## src/rtl/regfile_pkg.sv

```systemverilog
// Shared constants for the CPU general-purpose register file.
// Provides default geometry, special-slot indices and reset values.
package regfile_pkg;

  localparam int unsigned DEFAULT_DATA_WIDTH = 8;
  localparam int unsigned DEFAULT_ADDR_WIDTH = 4;
  localparam int unsigned DEFAULT_NUM_REGS   = 13;

  // Debug names for the special-purpose slots
  localparam int unsigned CMP_INDEX = 9;
  localparam int unsigned SP_INDEX  = 10;
  localparam int unsigned SF_INDEX  = 11;
  localparam int unsigned PC_INDEX  = 12;

  localparam logic [DEFAULT_DATA_WIDTH-1:0] SP_RESET = 8'hFF;
  localparam logic [DEFAULT_DATA_WIDTH-1:0] PC_RESET = 8'h00;

endpackage

```

## src/rtl/regfile_read_port.sv

```systemverilog
// Combinational register-file read port.
// Ports: read_id -> read_value; regs is the implemented storage (1..NUM_REGS-1);
// write_legal/write_id/write_value drive the write-first bypass.
module regfile_read_port
  import regfile_pkg::*;
#(
  parameter int unsigned DATA_WIDTH = DEFAULT_DATA_WIDTH,
  parameter int unsigned ADDR_WIDTH = DEFAULT_ADDR_WIDTH,
  parameter int unsigned NUM_REGS   = DEFAULT_NUM_REGS
) (
  input  logic [ADDR_WIDTH-1:0]               read_id,
  input  logic [NUM_REGS-1:1][DATA_WIDTH-1:0] regs,
  input  logic                                write_legal,
  input  logic [ADDR_WIDTH-1:0]               write_id,
  input  logic [DATA_WIDTH-1:0]               write_value,
  output logic [DATA_WIDTH-1:0]               read_value
);

  // Index 0 and unmapped indices fall through to zero; a legal write to the
  // same index wins over stored state.
  always_comb begin
    read_value = '0;
    for (int unsigned i = 1; i < NUM_REGS; i++) begin
      if (read_id == ADDR_WIDTH'(i)) read_value = regs[i];
    end
    if (write_legal && (read_id == write_id)) read_value = write_value;
  end

endmodule

```

## src/rtl/register_file_ctl.sv

```systemverilog
// General-purpose register file with two bypassed read ports, one write port,
// and auto-updating SP/PC slots.
// Ports: clk, reset (async, active high); read1/read2 id->value (combinational);
// write_en/write_id/write_value; pc_inc, sp_push, sp_pop; pc_value, sp_value
// (registered); illegal_write (pulse the cycle after an ignored write).
module register_file_ctl
  import regfile_pkg::*;
#(
  parameter int unsigned DATA_WIDTH = DEFAULT_DATA_WIDTH,
  parameter int unsigned ADDR_WIDTH = DEFAULT_ADDR_WIDTH,
  parameter int unsigned NUM_REGS   = DEFAULT_NUM_REGS,
  parameter int unsigned SP_IDX     = SP_INDEX,
  parameter int unsigned PC_IDX     = PC_INDEX,
  parameter logic [DATA_WIDTH-1:0] SP_RST = SP_RESET,
  parameter logic [DATA_WIDTH-1:0] PC_RST = PC_RESET
) (
  input  logic                  clk,
  input  logic                  reset,
  input  logic [ADDR_WIDTH-1:0] read1_id,
  output logic [DATA_WIDTH-1:0] read1_value,
  input  logic [ADDR_WIDTH-1:0] read2_id,
  output logic [DATA_WIDTH-1:0] read2_value,
  input  logic                  write_en,
  input  logic [ADDR_WIDTH-1:0] write_id,
  input  logic [DATA_WIDTH-1:0] write_value,
  input  logic                  pc_inc,
  input  logic                  sp_push,
  input  logic                  sp_pop,
  output logic [DATA_WIDTH-1:0] pc_value,
  output logic [DATA_WIDTH-1:0] sp_value,
  output logic                  illegal_write
);

  logic [NUM_REGS-1:1][DATA_WIDTH-1:0] regs_q;
  logic [NUM_REGS-1:1][DATA_WIDTH-1:0] regs_d;
  logic write_legal_c;
  logic pc_written_c;
  logic sp_written_c;

  // Legal write: nonzero index inside the implemented range
  assign write_legal_c = write_en && (write_id != '0) && (32'(write_id) < NUM_REGS);
  assign pc_written_c  = write_legal_c && (write_id == ADDR_WIDTH'(PC_IDX));
  assign sp_written_c  = write_legal_c && (write_id == ADDR_WIDTH'(SP_IDX));

  // Next state: explicit write first, then PC/SP auto-updates when not written
  always_comb begin
    regs_d = regs_q;
    for (int unsigned i = 1; i < NUM_REGS; i++) begin
      if (write_legal_c && (write_id == ADDR_WIDTH'(i))) regs_d[i] = write_value;
    end
    if (!pc_written_c && pc_inc) regs_d[PC_IDX] = regs_q[PC_IDX] + DATA_WIDTH'(1);
    if (!sp_written_c) begin
      case ({sp_push, sp_pop})
        2'b10:   regs_d[SP_IDX] = regs_q[SP_IDX] - DATA_WIDTH'(1);
        2'b01:   regs_d[SP_IDX] = regs_q[SP_IDX] + DATA_WIDTH'(1);
        default: ;
      endcase
    end
  end

  // Storage and illegal-write flag
  always_ff @(posedge clk or posedge reset) begin
    if (reset) begin
      for (int unsigned i = 1; i < NUM_REGS; i++) begin
        if (i == SP_IDX)      regs_q[i] <= SP_RST;
        else if (i == PC_IDX) regs_q[i] <= PC_RST;
        else                  regs_q[i] <= '0;
      end
      illegal_write <= 1'b0;
    end else begin
      regs_q        <= regs_d;
      illegal_write <= write_en && !write_legal_c;
    end
  end

  assign pc_value = regs_q[PC_IDX];
  assign sp_value = regs_q[SP_IDX];

  regfile_read_port #(
    .DATA_WIDTH(DATA_WIDTH), .ADDR_WIDTH(ADDR_WIDTH), .NUM_REGS(NUM_REGS)
  ) u_read1 (
    .read_id(read1_id), .regs(regs_q), .write_legal(write_legal_c),
    .write_id(write_id), .write_value(write_value), .read_value(read1_value)
  );

  regfile_read_port #(
    .DATA_WIDTH(DATA_WIDTH), .ADDR_WIDTH(ADDR_WIDTH), .NUM_REGS(NUM_REGS)
  ) u_read2 (
    .read_id(read2_id), .regs(regs_q), .write_legal(write_legal_c),
    .write_id(write_id), .write_value(write_value), .read_value(read2_value)
  );

endmodule

```

## config.mk

```make
export PLATFORM = sky130hd
export DESIGN_NAME = register_file_ctl
export DESIGN_NICKNAME = d
export VERILOG_FILES = /design/src/rtl/regfile_pkg.sv /design/src/rtl/regfile_read_port.sv /design/src/rtl/register_file_ctl.sv
export SDC_FILE = /design/constraint.sdc
export NUM_CORES = 1
export LEC_CHECK = 0
export ABC_AREA = 0
export CORE_ASPECT_RATIO = 1.1
export CORE_MARGIN = 2
export CORE_UTILIZATION = 30
export CTS_CLUSTER_DIAMETER = 150
export DETAILED_ROUTE_END_ITERATION = 6
export GPL_TIMING_DRIVEN = 0
export HOLD_SLACK_MARGIN = 0.03
export SYNTH_ARGS = -nofsm -noshare
export SYNTH_HDL_FRONTEND = slang
export SYNTH_SLANG_ARGS = --single-unit
```

## constraint.sdc

```tcl
create_clock -name clk -period 3.57 [get_ports clk]
set_input_delay 0.5355 -clock clk [delete_from_list [all_inputs] [get_ports clk]]
set_output_delay 0.5355 -clock clk [all_outputs]
set_load 0.005 [all_outputs]
```

* After elaboration in Yosys (flattened, before gate mapping)
Cells that the tools add are included.
** Word-level totals
- Output and inout port bits :: 33
- Input bits :: 26
- Logic and storage cells :: 110
- Flip-flop bits (word level) :: 97
** Operators by class
- Reductions and logical operators :: 22
- Order comparisons :: 1
- Eq/ne operators :: 40
- Add/sub/neg operators :: 3
- Muxes and demuxes :: 31
** Operator list (count)
- 2-to-1 mux 8 bit :: 30
- == test 4 bit (second input constant) :: 15
- == test 4 x 3 -> 1 bit (second input constant) :: 12
- == test 4 x 2 -> 1 bit (second input constant) :: 6
- logical AND 1 bit :: 18
- adder 8 x 1 -> 8 bit (second input constant) :: 2
- one-hot mux 8 bit (2 select lines) :: 1
- == test 4 x 1 -> 1 bit (second input constant) :: 3
- == test 4 bit :: 2
- subtractor 8 x 1 -> 8 bit (second input constant) :: 1
- < comparator 4 bit (second input constant) :: 1
- nonzero test 4 bit :: 1
- == test 2 x 1 -> 1 bit (second input constant) :: 1
- == test 2 bit (second input constant) :: 1
- zero test 1 bit :: 2
- nonzero test 2 bit :: 1

* Depth between registers and ports, before layout
- Depth in word-level cells :: 14
- Mapped depth :: 10
- Depth with buffers taken out :: 10

* By module
A second synthesis with hierarchy kept.
** Second synthesis, totals
- Cell total of the unflattened synthesis :: 756
- Area, all modules :: 7096.8 um^2
** By module, submodules not included
- register_file_ctl :: instances 1, seq. area each 2437.3 um^2, cells each 346, area an instance 4364.2 um^2
- regfile_read_port :: instances 2, seq. area each 0.0 um^2, cells each 205, area an instance 1366.3 um^2

* Worst setup path before layout
OpenSTA, ideal clock, no wires.
- Path kind :: input -> output
- Start point :: input write_id[1]
- End point :: output read1_value[7]
- Cell stages on the path :: 7
- Slack :: 1.151 ns
- Arrival time :: 1.884 ns
- Buffers on the path :: 2
- Path through :: buf_2 > nor2_4 > o211ai_2 > or4_1 > buf_2 > mux2i_1 > a21oi_1
** Between the ends
- Word-level cells in the longest chain between the ends :: 5
- Elaborated cells on any way between the ends :: 7
** Ends and longest elaborated chain
- from (decl) :: RTL line register_file_ctl.sv:24 : input logic [ADDR_WIDTH-1:0] write_id,
- parallel branches: the longest is 3 deep, another holds < comparator 4 bit
- logical AND 1 bit (*) :: RTL line regfile_read_port.sv:26 : if (write_legal && (read_id == write_id)) read_value = write_value;
- 2-to-1 mux 8 bit (*) :: RTL line regfile_read_port.sv:26
- to (decl) :: RTL line register_file_ctl.sv:20 : output logic [DATA_WIDTH-1:0] read1_value,
Every way passes the cells marked *.

* Final worst setup path
- Start point :: input read1_id[0]
- End point :: output read1_value[7]
** Between the ends
- Word-level cells in the longest chain between the ends :: 14
- Elaborated cells on any way between the ends :: 27
** Ends and longest elaborated chain
- from (decl) :: RTL line register_file_ctl.sv:19 : input logic [ADDR_WIDTH-1:0] read1_id,
- == test 4 x 1 -> 1 bit :: RTL line regfile_read_port.sv:24 : if (read_id == ADDR_WIDTH'(i)) read_value = regs[i];
- 2-to-1 mux 8 bit (12 in a row) :: RTL line regfile_read_port.sv:24
- 2-to-1 mux 8 bit (*) :: RTL line regfile_read_port.sv:26
Every way passes the cells marked *; elsewhere a longest branch is shown, timed or not.

==> results by group <==
Die
  – Core ar.: 22100 um^2
  – Die Span Y: 161 um
  – I/O pins: 59
  – Initial core utilization: 30.6%
  – Die ar.: 23800 um^2
  – Die X: 147 um
  – Core Rows: 57

Global route
  – GR Overflow Total: 0
  – Total GRT Usage: 21.4%
  – Largest net degree at the start of global routing: 68
  – Vias in the first global route: 6313
  – Initial antenna violation count: 0
  – First-pass GRT wire length: 38200 um

Final layout
  – Ratio of cells with drive above 1 in the final layout: 22.3%
  – Antenna cells: 0
  – # nets final: 846
  – Finished Core Util: 36.9%
  – Fillers: 2245
  – Synthesis-to-finish area growth: 20.8%

Pwr
  – Peak supply drop: 0.000184 V
  – Power Internal: 0.00293 W
  – Power Density: 558 nW/um^2
  – P_sw: 0.00163 W
  – Clk pwr share: 21.9%
  – Switching share of power: 35.8%
  – Leakage power: 3.33 nW
  – Register share of total power: 40.8%
  – Comb pwr share: 37.3%

STA
  – RSZ-0062 raised after global routing: no
  – Rel. slew slack: 14.5%
  – Worst-margin pin slew: 1.28 ns
  – Setup-failing EPs final: 0
  – Fin crit period: 3.48 ns
  – Fin Hold WS: 0.489 ns
  – Clock skew: 0.00105 ns
  – Fmax: 287 MHz
  – Period utilization: 97.4%
  – Final Hold Fails: 0
  – Slew Viols, Final: 0
  – Setup ws final: 0.0913 ns

Clocking
  – Clock sink count: 97
  – Clock Pin Slew Worst Setup and Hold Paths: 0.07 ns
  – Clock Latency Late Sink: 0.36 ns
  – Post-CTS Hold Buffers: 0
  – CTS tree: done
  – CTS buffer count: 9
  – Root Driver: clkbuf_16
  – H-tree depth: 3
  – CTS max path bufs: 2

Yosys
  – YS warnings: 0
  – Syn Area/Cell: 9.09 um^2
  – Most frequent cell after synthesis: dfrtp_1
  – Sequential fraction of the synthesis area: 36.0%
  – Cell taking the most area after synthesis: dfrtp_1
  – Post-synth EDFFs: 0
  – Share of the synthesized area in the top cell type: 32.9%
  – Synthesized instance count: 744
  – Synth top area cells: dfrtp_1 (33%), mux2_2 (11%), mux2i_1 (4.7%)
  – Most common library cells after synthesis: dfrtp_1 (89), mux2_2 (67), o21ai_0 (59), nor2_1 (50), a21oi_1 (47)
  – Post-Syn Nets: 779
  – Seq cells post-synth: 97
  – Ys flop type: dfrtp_1
  – Post-Synthesis Cell Area: 6760 um^2
  – Ys async rst share: 100%
  – Synth cell types: 55

Routing
  – DRT iter0 DRCs: 724
  – Residual DRC: 0
  – WL final: 25500 um
  – DR vias/cell: 5.80
  – Wire length per cell: 23.0 um
  – Via count: 6439
  – Antenna-violating nets left: 0
  – Detailed Routing Iterations Pass 1: 7

Worst hold path
  – Min-delay src: write_value[4]
  – Hold Crit Class: in2reg

Place
  – GP Congestion: 0.973
  – Buffers on Ports: 49
  – Place WS: -0.508 ns
  – Post-DP HPWL: 18700 um

Setup path
  – Worst setup startpoint: read1_id[0]
  – Crit start category: input pin
  – Max Fanout on Critical Path: 10
  – R2R Path Start: sp_value[3]$_DFF_PP1_
  – Worst EP arrival: 2.94 ns
  – Crit path required time: 3.03 ns
  – Crit path kind: in2out
  – CP endpoint kind: output pin

Flow run
  – Max cap viols: 0

Status
  – Outcome: completed
-- area by class of cell --
cell class | instances | area, um^2 | area share (%)
multi-input cells | 556 | 3990 | 48.8
flip-flops and latches | 97 | 2440 | 29.8
repair buffers | 57 | 578 | 7.08
plain buffers | 75 | 443 | 5.42
well taps | 295 | 369 | 4.52
clock buffers | 9 | 225 | 2.76
clock inverters | 7 | 68.8 | 0.843
inverters | 15 | 58.8 | 0.720
-- placed cells by master (no fill, tap or decap), types with 14 or more instances in the layout --
| cell type | n |
|---|---|
| dfrtp_1 | 89 |
| mux2_2 | 67 |
| o21ai_0 | 55 |
| nor2_1 | 47 |
| a21oi_1 | 43 |
| clkdlybuf4s50_1 | 43 |
| nand2_1 | 41 |
| mux2i_1 | 32 |
| buf_4 | 28 |
| nor3_1 | 26 |
| a22oi_1 | 22 |
| clkbuf_1 | 20 |
| buf_2 | 19 |
| nand2b_1 | 19 |
| nor2b_1 | 19 |
| inv_1 | 14 |
-- worst paths after layout --
path,to,slack (ns),cells after the start
max,read1_value[7],0.09,8
min,regs_q[44]$_DFFE_PP0P_,0.49,3
max reg2reg,sp_value[7]$_DFF_PP1_,1.68,7
min reg2reg,regs_q[60]$_DFFE_PP0P_,0.50,2
max in group asynchronous,regs_q[14]$_DFFE_PP0P_,2.33,3
min in group asynchronous,pc_value[7]$_DFFE_PP0P_,0.55,2
-- metal layers --
layer  part of all wire, %  up-vias  track usage [%]
met5                     0        -                0
met4                   5.0        0             10.3
met3                   8.8      101             4.60
met2                    44      364             33.2
met1                    42     3129             28.5
li1                      -     2845                -
-- power by group through the flow --
stage / combinational [W] / sequential, W / clock [W]
after floorplan: 0.00114 / 0.00168 / 0
after global placement: 0.00162 / 0.00187 / 0
after detailed placement: 0.00165 / 0.00187 / 0
after CTS: 0.00167 / 0.00185 / 0.00102
after global routing: 0.00187 / 0.00190 / 0.00106
final: 0.00170 / 0.00186 / 0.000997
-- what timing repair did --
item,4_1_cts,5_1_grt
gates resized for setup,32,30
setup endpoints to repair,16,13
pin swaps,3,7
setup buffers,2,5
endpoints found under the hold margin,0,0
-- per-stage QoR --
stage               total power (W)  setup TNS [ns]  cell area (um^2)  std cells
finish                      0.00456               0              8170       1111
CTS                         0.00454               0              8050       1106
floorplan                   0.00282               0              6760        744
global placement            0.00349         -110.14              7620       1088
detailed placement          0.00352           -4.65              7650       1089
global route                0.00483               0              8170       1111
-- worst max-delay path: stages --
cell	delay, ns
buf_6	0.11
clkbuf_1	0.60
buf_2	0.41
nor2_1	0.08
o21ai_0	0.27
a31oi_1	0.17
a21oi_2	0.22
clkdlybuf4s50_1	0.54
-- cell families (layout without fill, tap and decap cells) --
group                    count (synthesis)  after routing  synth area share (%)
adder cells (fa/ha/maj)                  9              9                  1.78
XOR/XNOR                                21             21                  2.72
AO/OA/AOI/OAI                          224            224                  21.5
multiplexers                            99             99                  15.9
flip-flops                              97             97                  36.0
buffers and inverters                   91            163                  6.83
AND/OR/NAND/NOR                        203            203                  15.2
-- sequential cells by signal, indices dropped and copies added (netlist names) --
register / cells
pc_value: 8
regs_q: 80
sp_value: 8
illegal_write: 1
Note: power is estimated with default switching activity, not from simulation.
